===== config.mk =====
export PLATFORM = sky130hd
export DESIGN_NAME = mux_32_8
export DESIGN_NICKNAME = d
export VERILOG_FILES = /design/src/rtl/pci_phy_pkg.sv /design/src/rtl/mux_32_8.sv
export SDC_FILE = /design/constraint.sdc
export NUM_CORES = 1
export LEC_CHECK = 0
export CORE_AREA = 2 2 80 82
export CTS_BUF_LIST = sky130_fd_sc_hd__clkbuf_8
export DETAILED_ROUTE_END_ITERATION = 8
export DIE_AREA = 0 0 82 84
export PLACE_DENSITY_LB_ADDON = 0.3
export SETUP_SLACK_MARGIN = 0.4
export SLEW_MARGIN = 20
export SYNTH_ARGS = -nofsm -noshare
export SYNTH_HDL_FRONTEND = slang
export SYNTH_SLANG_ARGS = --single-unit

===== constraint.sdc =====
create_clock -name clk_4f -period 5.5 [get_ports clk_4f]
set_input_delay 0.825 -clock clk_4f [delete_from_list [all_inputs] [get_ports clk_4f]]
set_output_delay 0.825 -clock clk_4f [all_outputs]
set_load 0.02 [all_outputs]

===== src/rtl/pci_phy_pkg.sv =====
// pci_phy_pkg: shared widths, serializer state encoding and byte selection for the PCI PHY datapath.
package pci_phy_pkg;
  localparam int BYTE_W = 8;
  localparam int WORD_W = 32;
  localparam int BYTES  = WORD_W / BYTE_W;
  typedef enum logic [1:0] {FREE = 2'd0, B1 = 2'd1, B2 = 2'd2, B3 = 2'd3} state_t;
  function automatic logic [BYTE_W-1:0] byte_sel(input logic [WORD_W-1:0] w, input logic [1:0] k, input logic msb_first);
    int s;
    s = msb_first ? BYTE_W * (BYTES - 1 - int'(k)) : BYTE_W * int'(k);
    return w[s +: BYTE_W];
  endfunction
endpackage


===== src/rtl/mux_32_8.sv =====
// mux_32_8: word-to-byte serializer with a one-word hold register so words stream back to back.
module mux_32_8
  import pci_phy_pkg::*;
#(
  parameter logic [BYTE_W-1:0] IDLE_BYTE = 8'h00,
  parameter bit                MSB_FIRST = 1'b1
) (
  input  logic              clk_4f,
  input  logic              reset,
  input  logic [WORD_W-1:0] data_in,
  input  logic              valid_in,
  output logic              ready_out,
  output logic [BYTE_W-1:0] data_out,
  output logic              valid_out,
  output logic              sop_out
);
  state_t state, state_nx;
  logic [WORD_W-1:0] cur, cur_nx, hold, hold_nx, next_word;
  logic [BYTE_W-1:0] data_nx;
  logic hold_v, hold_v_nx, valid_nx, sop_nx, xfer, start, free;
  assign ready_out = reset & ~hold_v;
  assign xfer = valid_in & ready_out;
  assign free = state == FREE;
  // a pending hold word always wins the FREE edge; input is blocked then since ready_out=0
  always_comb begin
    next_word = hold_v ? hold : data_in;
    start     = free & (hold_v | xfer);
    state_nx  = (free & ~start) ? FREE : state_t'(state + 2'd1);
    cur_nx    = start ? next_word : cur;
    hold_nx   = (xfer & ~free) ? data_in : hold;
    hold_v_nx = (xfer & ~free) | (hold_v & ~free);
    valid_nx  = start | ~free;
    sop_nx    = start;
    data_nx   = start ? byte_sel(next_word, 2'd0, MSB_FIRST) :
                free  ? IDLE_BYTE : byte_sel(cur, state, MSB_FIRST);
  end
  always_ff @(posedge clk_4f or negedge reset) begin
    if (!reset) begin
      state     <= FREE;
      cur       <= '0;
      hold      <= '0;
      hold_v    <= 1'b0;
      data_out  <= IDLE_BYTE;
      valid_out <= 1'b0;
      sop_out   <= 1'b0;
    end else begin
      state     <= state_nx;
      cur       <= cur_nx;
      hold      <= hold_nx;
      hold_v    <= hold_v_nx;
      data_out  <= data_nx;
      valid_out <= valid_nx;
      sop_out   <= sop_nx;
    end
  end
endmodule


* Word level (Yosys, flattened, before mapping)
Cells that the tools add are included.
W data, S select, Z words.
** Cells by class
- $add $sub $neg :: 2
- $mul :: 0
- Div/mod/pow operators :: 0
- $lt $le $gt $ge :: 0
- Equality and inequality tests :: 0
- Shift operators :: 1
- Muxes and demuxes :: 4
- Bitwise operators :: 12
- Reductions and logical operators :: 1
** Operators by type and width (number)
- $mux W32 :: 1
- $shiftx A32 B6 Y8 :: 1
- $mux W8 :: 2
- $and A1 B1 Y1 :: 6
- $not A1 Y1 :: 3
- $or A1 B1 Y1 :: 3
- $sub A2 B2 Y3 const A :: 1
- $add A2 B1 Y2 const B :: 1
- $logic_not A2 Y1 :: 1
- $mux W2 :: 1
** Storage, ports and cells
- Register bits :: 77
- Bits in latches :: 0
- Memory bits (writable) :: 0
- Bits in read-only memories :: 0
- Input port bits :: 35
- Output and inout bits :: 11
- Logic and storage cells :: 27
- Memories :: 0

* Depth between registers and ports, before layout
- Depth after elaboration :: 8
- Gate-level depth with buffers :: 9

* Least setup slack after synthesis
No wires, ideal clock.
- Kind :: input to register
- From :: input port reset
- To :: register hold[0]
- Setup time :: 0.125 ns
- Arrival :: 1.845 ns
- Required time :: 5.375 ns
- Path slack :: 3.530 ns
- Stages :: 5
- Path buffers :: 2
- Cell sequence :: nor2b_2 and3b_1 buf_6 buf_12 mux2_4
** Between the ends
- Word-level cells in the longest chain between the ends :: 3
** Ends and longest elaborated chain
- from (decl) :: RTL line mux_32_8.sv:9 : input logic reset,
- $and A1 B1 Y1 :: RTL line mux_32_8.sv:21 : assign ready_out = reset & ~hold_v;
- $and A1 B1 Y1 :: RTL line mux_32_8.sv:22 : assign xfer = valid_in & ready_out;
- $and A1 B1 Y1 :: RTL line mux_32_8.sv:30 : hold_nx = (xfer & ~free) ? data_in : hold;
- to (signal assigned) :: RTL line mux_32_8.sv:49 : hold <= hold_nx;
- to (decl) :: RTL line mux_32_8.sv:18 : logic [WORD_W-1:0] cur, cur_nx, hold, hold_nx, next_word;
No other way between the ends.
A chain may end at the register's enable or synchronous reset.

* Worst setup path after layout
- From :: input port reset
- To :: output port ready_out
** Between the ends
- Word-level cells in the longest chain between the ends :: 1
** Ends and longest elaborated chain
- $and A1 B1 Y1 :: RTL line mux_32_8.sv:21
- to (decl) :: RTL line mux_32_8.sv:12 : output logic ready_out,
No other way between the ends.

==> results.yml <==
status:
  status: "finished, final reports clean"
synthesis:
  synth-seq-area-share_pct: 53.8
  ys_top_cells_by_area: "sky130_fd_sc_hd__dfrtp_1 54%, sky130_fd_sc_hd__mux2_4 13%, sky130_fd_sc_hd__mux2i_1 11%"
  yosysWarningCount: 0
  synth.lib_cells_used.distinct: 25
  synth_top_cell_by_area: "sky130_fd_sc_hd__dfrtp_1"
  post_synthesis_net_count: 309
  avgSynthCellArea_um2: 13.1
  netlist_area_um2: 3580
  synth_cells: 273
  ys_seq_elements: 77
  netlist.area_leader.share_pct: 53.8
sta:
  setup_violating_endpoint_count_in_the_final_report: 0
  hold_viol: 0
  timing_max_transition_violations_final: 0
  tcrit_tclk_final_pct: 60.1
  worst_pin_slew_ns: 1.04
  timing.final.crit_period_ns: 3.31
  clock-skew-final_ns: 0.0111
  fmaxAchievable_mhz: 302
  unrepaired_setup_endpoints_after_global_routing: "false"
  slew_headroom_pct: 30.6
  finalSetupTns_ns: 0
worst_setup_path:
  reg2reg_to: "hold[12]"
  timing.critical_path.buf_inv: 2
  worst_path_max_delay_cell: "sky130_fd_sc_hd__buf_4"
  worstPathRequired_ns: 4.68
  timing.critical_path.from_type: "primary input"
  max_stage_delay_ns: 0.69
  path_max_fanout: 80
  reg2reg_slack_ns: 2.47
  crit_path_end_kind: "output pin"
  worst-endpoint-arrival_ns: 2.48
  timing.critical_path.cells: "buf_4, nor2b_2, clkdlybuf4s50_1"
  crit_family: "buffers and inverters"
  timing.setup.critical_path_class: "in2out"
  cell_count_of_the_worst_reg_to_reg_path: 4
  crit-reg2reg-launch: "state[0]"
die:
  dieWidth_um: 82
  design.portCount: 46
  placeableCoreArea_um2: 6100
  start_util_pct: 58.7
  dieHeight_um: 84
  die-area_um2: 6890
  row_count: 29
worst_hold_path:
  holdPathStages: 1
  worst_hold_path_type: "reg2reg"
  hp-start: "hold[12]"
  timing.hold.worst_endpoint: "hold[12]"
clocking:
  cts_buf_count: 9
  clock-root-buffer: "sky130_fd_sc_hd__clkbuf_8"
  cts_max_level: 3
  clkTransAtPathRegs_ns: 0.07
  cts_hold_repair.buffers: 0
  number_of_buffers_added_for_setup_after_cts: 0
  clock_path_buffers: 2
  cts_resized: 0
  worst_skew_pair.late_latency_ns: 0.36
  cts_tree: "built"
  clock-sinks: 77
pwr:
  netSwitchingPower_uw: 889
  ir_worst_vdd_mv: 0.298
  power_frac_comb_pct: 40.4
  sw_frac_of_total_pct: 34.5
  seqPwrFrac_pct: 40.8
  internal_power_uw: 1690
  share_clk_of_total_power_pct: 18.9
  power_density_nw_per_um2: 613
  p_leak_uw: 0.00186
routing:
  met3_length_um: 333
  firstDrtPassIters: 4
  initialDrtViolationCount: 200
  top_layer_used: "met4"
  finalWirelength_um: 6560
  remaining_drc_errors: 0
  dr_total_vias: 2208
  met2RoutedLength_um: 3180
  wl_met1_um: 2930
  antenna_left: 0
  via_per_inst: 5.65
  avgRoutedWirePerCell_um: 16.8
global_route:
  grt_max_degree: 81
  grt_antenna_before_repair: 0
  overflow: 0
  grt_pass1_wl_um: 11100
  grt.total_usage_pct: 21.5
  first_global_vias: 2231
placement:
  globalplace.congestion: 0.781
  postPlaceCellArea_um2: 3960
  io_buffers: 45
  detailed_place_hpwl_um: 4130
job:
  drv_cap: 0
layout:
  diodes: 0
  finalNetCount: 345
  layout-drive-gt1-share_pct: 20.4
  final_cell_area_um2: 4200
  area_delta_synth_final_pct: 17.2
==> state kept, by name, summed over array words and instances (netlist names) <==
register   flops
cur           32
hold          32
data_out       8
state          2
hold_v         1
sop_out        1
valid_out      1
==> synthesized netlist by cell type <==
library cell	instances
sky130_fd_sc_hd__o21ai_1	5
sky130_fd_sc_hd__buf_2	4
sky130_fd_sc_hd__a21oi_1	50
sky130_fd_sc_hd__or2_2	1
sky130_fd_sc_hd__mux2i_1	40
sky130_fd_sc_hd__inv_1	10
sky130_fd_sc_hd__nor2_1	1
sky130_fd_sc_hd__o21ai_0	3
sky130_fd_sc_hd__a21o_1	1
sky130_fd_sc_hd__o221ai_1	8
sky130_fd_sc_hd__buf_4	3
sky130_fd_sc_hd__mux2_2	10
sky130_fd_sc_hd__nor2b_2	1
sky130_fd_sc_hd__clkbuf_1	6
sky130_fd_sc_hd__and3b_1	1
sky130_fd_sc_hd__ha_1	1
sky130_fd_sc_hd__buf_12	3
sky130_fd_sc_hd__mux2_4	30
sky130_fd_sc_hd__and2_1	1
sky130_fd_sc_hd__buf_6	5
sky130_fd_sc_hd__nand3_1	8
sky130_fd_sc_hd__nand2_1	1
sky130_fd_sc_hd__dfrtp_1	77
sky130_fd_sc_hd__nand2b_1	1
sky130_fd_sc_hd__buf_1	2
==> worst reg2reg max path, delay by kind of cell (launching register included) <==
family                     cells  cell delay, ns
DFF                            1            0.95
and+or+nand+nor                1            1.01
buffers and inverters          1            0.12
muxes                          1            0.42
adders and majority gates      1            0.41
==> per-layer routing <==
metal	vias up	track usage, %
li1	1053	-
met1	1085	30.4
met2	59	30.8
met3	11	6.39
met4	0	8.94
met5	-	0
==> cell type report <==
cell class / count / area [um2]
Clock inverter: 5 / 82.6
Clock buffer: 11 / 151
Sequential cell: 77 / 1930
Tap cell: 77 / 96.3
Fill cell: 446 / 1900
Multi-Input combinational cell: 163 / 1430
Timing Repair Buffer: 48 / 470
Inverter: 10 / 37.5
==> metrics by stage <==
stage / hold slack [ns] / setup slack (ns) / std cells / util, % / total power (uW)
global route: 0.526 / 2.00 / 391 / 68.8 / 2750
finish: 0.508 / 2.19 / 391 / 68.8 / 2570
detailed placement: 0.493 / 2.00 / 375 / 65.0 / 2090
floorplan: 0.475 / 3.53 / 273 / - / 1850
global placement: 0.485 / 2.08 / 375 / 65.0 / 2050
CTS: 0.511 / 2.17 / 391 / 68.8 / 2590
==> placed cells by master (no fill, tap or decap), types with 2 or more instances in the layout <==
master,count
sky130_fd_sc_hd__bufinv_16,2
sky130_fd_sc_hd__o221ai_1,8
sky130_fd_sc_hd__clkbuf_8,11
sky130_fd_sc_hd__a21oi_1,50
sky130_fd_sc_hd__nand3_1,8
sky130_fd_sc_hd__dfrtp_1,77
sky130_fd_sc_hd__o21ai_1,5
sky130_fd_sc_hd__inv_1,10
sky130_fd_sc_hd__clkinvlp_4,3
sky130_fd_sc_hd__o21ai_0,3
sky130_fd_sc_hd__clkdlybuf4s50_1,44
sky130_fd_sc_hd__buf_4,4
sky130_fd_sc_hd__mux2_2,10
sky130_fd_sc_hd__mux2i_1,40
sky130_fd_sc_hd__mux2_4,30
==> how the worst max path moves through the flow <==
stage	start	endpoint	slack, ns	cells past startpoint
finish	reset	ready_out	2.19	3
global route	reset	ready_out	2.00	3
CTS	reset	ready_out	2.17	3
detailed placement	reset	cur[20]	2.00	5
global placement	reset	cur[25]	2.08	5
floorplan	reset	hold[0]	3.53	5
==> power groups by stage <==
| stage | sequential [uW] | clock, uW | combinational, uW |
|---|---|---|---|
| detailed placement | 1050 | 0 | 1040 |
| floorplan | 1010 | 0 | 835 |
| global route | 1080 | 523 | 1140 |
| global placement | 1050 | 0 | 1010 |
| CTS | 1050 | 492 | 1050 |
| finish | 1050 | 485 | 1040 |
==> cell families (layout without fill, tap and decap cells) <==
kind of cell               after synthesis  after routing  share of synthesized area, %
adders and majority gates                1              1                         0.349
muxes                                   80             80                          26.9
buffers and inverters                   33             74                          6.32
DFF                                     77             77                          53.8
and+or+nand+nor                         15             15                          2.34
AOI/OAI and AO/OA                       67             67                          10.3
No activity file was read; power rests on OpenSTA's default activity.
==> RTL change, RTL diff (same settings) <==
`WORD_W`: 32 -> 64.
--- a/src/rtl/pci_phy_pkg.sv
+++ b/src/rtl/pci_phy_pkg.sv
@@ -2,5 +2,5 @@
 package pci_phy_pkg;
   localparam int BYTE_W = 8;
-  localparam int WORD_W = 32;
+  localparam int WORD_W = 64;
   localparam int BYTES  = WORD_W / BYTE_W;
   typedef enum logic [1:0] {FREE = 2'd0, B1 = 2'd1, B2 = 2'd2, B3 = 2'd3} state_t;
Ports: changed (resized data_in); port bits go from 46 to 78. The function was not compared with the original's and may differ.
==> RTL change against the unedited design <==
Final area is 1.6% lower. Synthesized area about the same. Total power decreased by 5.2%. Critical endpoint is now hold[62]. Routed wire length grew 0.32%. Sequential cell count did not move. Worst setup slack improved by 0.25 ns. Core utilization decreased by 1.1 points. Largest power group unchanged.
==> RTL change: results (changes against the unedited design) <==
Run status
  – Status: finished, final reports clean (unchanged)

GRT
  – Largest net degree at the start of global routing: 48 (was 81)
  – GRT Util Overall: 0.212 (was 0.215)
  – Global-route wire length before repair: 11.1 mm (about the same)

Placement
  – GP Congestion: 0.862 (was 0.781)
  – # port buffers: 45 (unchanged)
  – Placed cells: 376 (was 375)
  – Detailed Place HPWL: 4.40 mm (was 4.13 mm)
  – Placed inst area: 3970 um2 (was 3960 um2)

Clocking
  – TritonCTS buffer count: 9 (unchanged)
  – Clock Latency Late Sink: 0.33 ns (was 0.36 ns)
  – Worst-path clk slew: 0.07 ns (about the same)
  – CTS resizes: 0 (unchanged)
  – Root Buffer: clkbuf_8 (unchanged)
  – Clock Path Buffers: 2 (unchanged)
  – Post-CTS Setup Inserts: 0 (unchanged)

Critical path
  – Setup slack, reg-to-reg: 2.44 ns (was 2.47 ns)
  – Crit-path max cell delay: 0.99 ns (was 0.69 ns)
  – Kind of cell adding the most delay to the critical path: simple AND/OR/NAND/NOR gates (was buffers and inverters)
  – Worst EP arrival: 3.28 ns (was 2.48 ns)
  – CP startpoint kind: register (was input port)
  – CP Max Fanout: 39 (was 80)
  – CP max stage cell: and3b_2 (was buf_4)
  – Worst Setup EP: hold[62] (was ready_out)
  – Worst Reg-to-Reg Cells: 5 (was 4)

Synthesis
  – Post-Synth XOR/XNOR Area: 0 (unchanged)
  – Post-synthesis mux area share: 0.269 (about the same)
  – Count of different cell masters after synthesis: 24 (was 25)
  – Compound-Gate Fraction of Synth Area: 0.103 (about the same)
  – Register area share after synthesis: 0.538 (about the same)
  – Synth top cells by count: dfrtp_1, a21oi_1, mux2i_1 (unchanged)
  – Largest cells by area after synthesis: dfrtp_1, mux2_4, mux2i_1, a21oi_1, mux2_2 (unchanged)
  – Adder-Cell Fraction of Synth Area: 0.00350 (was 0.00349)
  – Gate Count Post-Synth: 273 (unchanged)
  – Synth warn: 0 (unchanged)
  – Syn Nets: 341 (was 309)

Routing
  – Via count: 2260 (was 2208)
  – Final wirelength: 6.59 mm (was 6.56 mm)
  – First drt pass iteration count: 5 (was 4)
  – DR WL/cell: 16.8 um (about the same)
  – Initial drt markers: 146 (was 200)
  – Post-route ant nets: 0 (unchanged)

Finish
  – Layout cells sized above 1: 0.194 (was 0.204)
  – Fillers: 454 (was 446)
  – Sequential cell area: 1930 um2 (unchanged)
  – ANT cells: 0 (unchanged)
  – Top Registers: cur (32), hold (32), data_out (8) (unchanged)

Timing
  – Post-layout min period: 3.06 ns (was 3.31 ns)
  – Worst slew pin tran: 1.05 ns (was 1.04 ns)
  – Skew final: 0.0120 ns (was 0.0111 ns)

Power
  – Leakage: 0.00185 uW (was 0.00186 uW)
  – Final Power: 2440 uW (was 2570 uW)
  – Internal power: 1570 uW (was 1690 uW)
  – Combinational power: 1030 uW
  – Worst VDD drop: 0.000264 V (was 0.000298 V)
  – Power share of the clock group: 0.144 (was 0.189)

Hold path
  – Hold Path Class: input port to asynchronous set/reset pin (was register to register)
==> RTL change: cell count changes in the layout (fill, tap and decap cells not counted), sizes merged <==
cell and change:
clkinvlp -3, inv +3, bufinv -2, clkinv +2
buf +1, clkbuf -1
==> RTL change: worst min path at each step <==
stage / to / slack (ns)
after floorplan: hold[62] / 0.47
after global placement: hold[63] / 0.48
after detailed placement: hold[57] / 0.49
after CTS: hold[34] / 0.43
after global routing: cur[34] / 0.44
final: hold[59] / 0.42
==> RTL change: metal layers <==
metal | part of all wire | vias to the layer above | routed length (um) | track usage
met4 | 0.020 | 0 | 132 | 0.0667
met3 | 0.051 | 10 | 335 | 0.0498
met2 | 0.49 | 73 | 3210 | 0.324
met1 | 0.44 | 1132 | 2910 | 0.299
met5 | 0 | - | 0 | 0
li1 | - | 1045 | - | -
==> RTL change: layout make-up <==
type	instances	share of cell area
clock buffer	10	0.0333
sequential	77	0.467
multi-input combinational	163	0.346
timing repair buffer	49	0.116
tap	77	0.0233
clock inverter	5	0.00515
inverter	10	0.00909
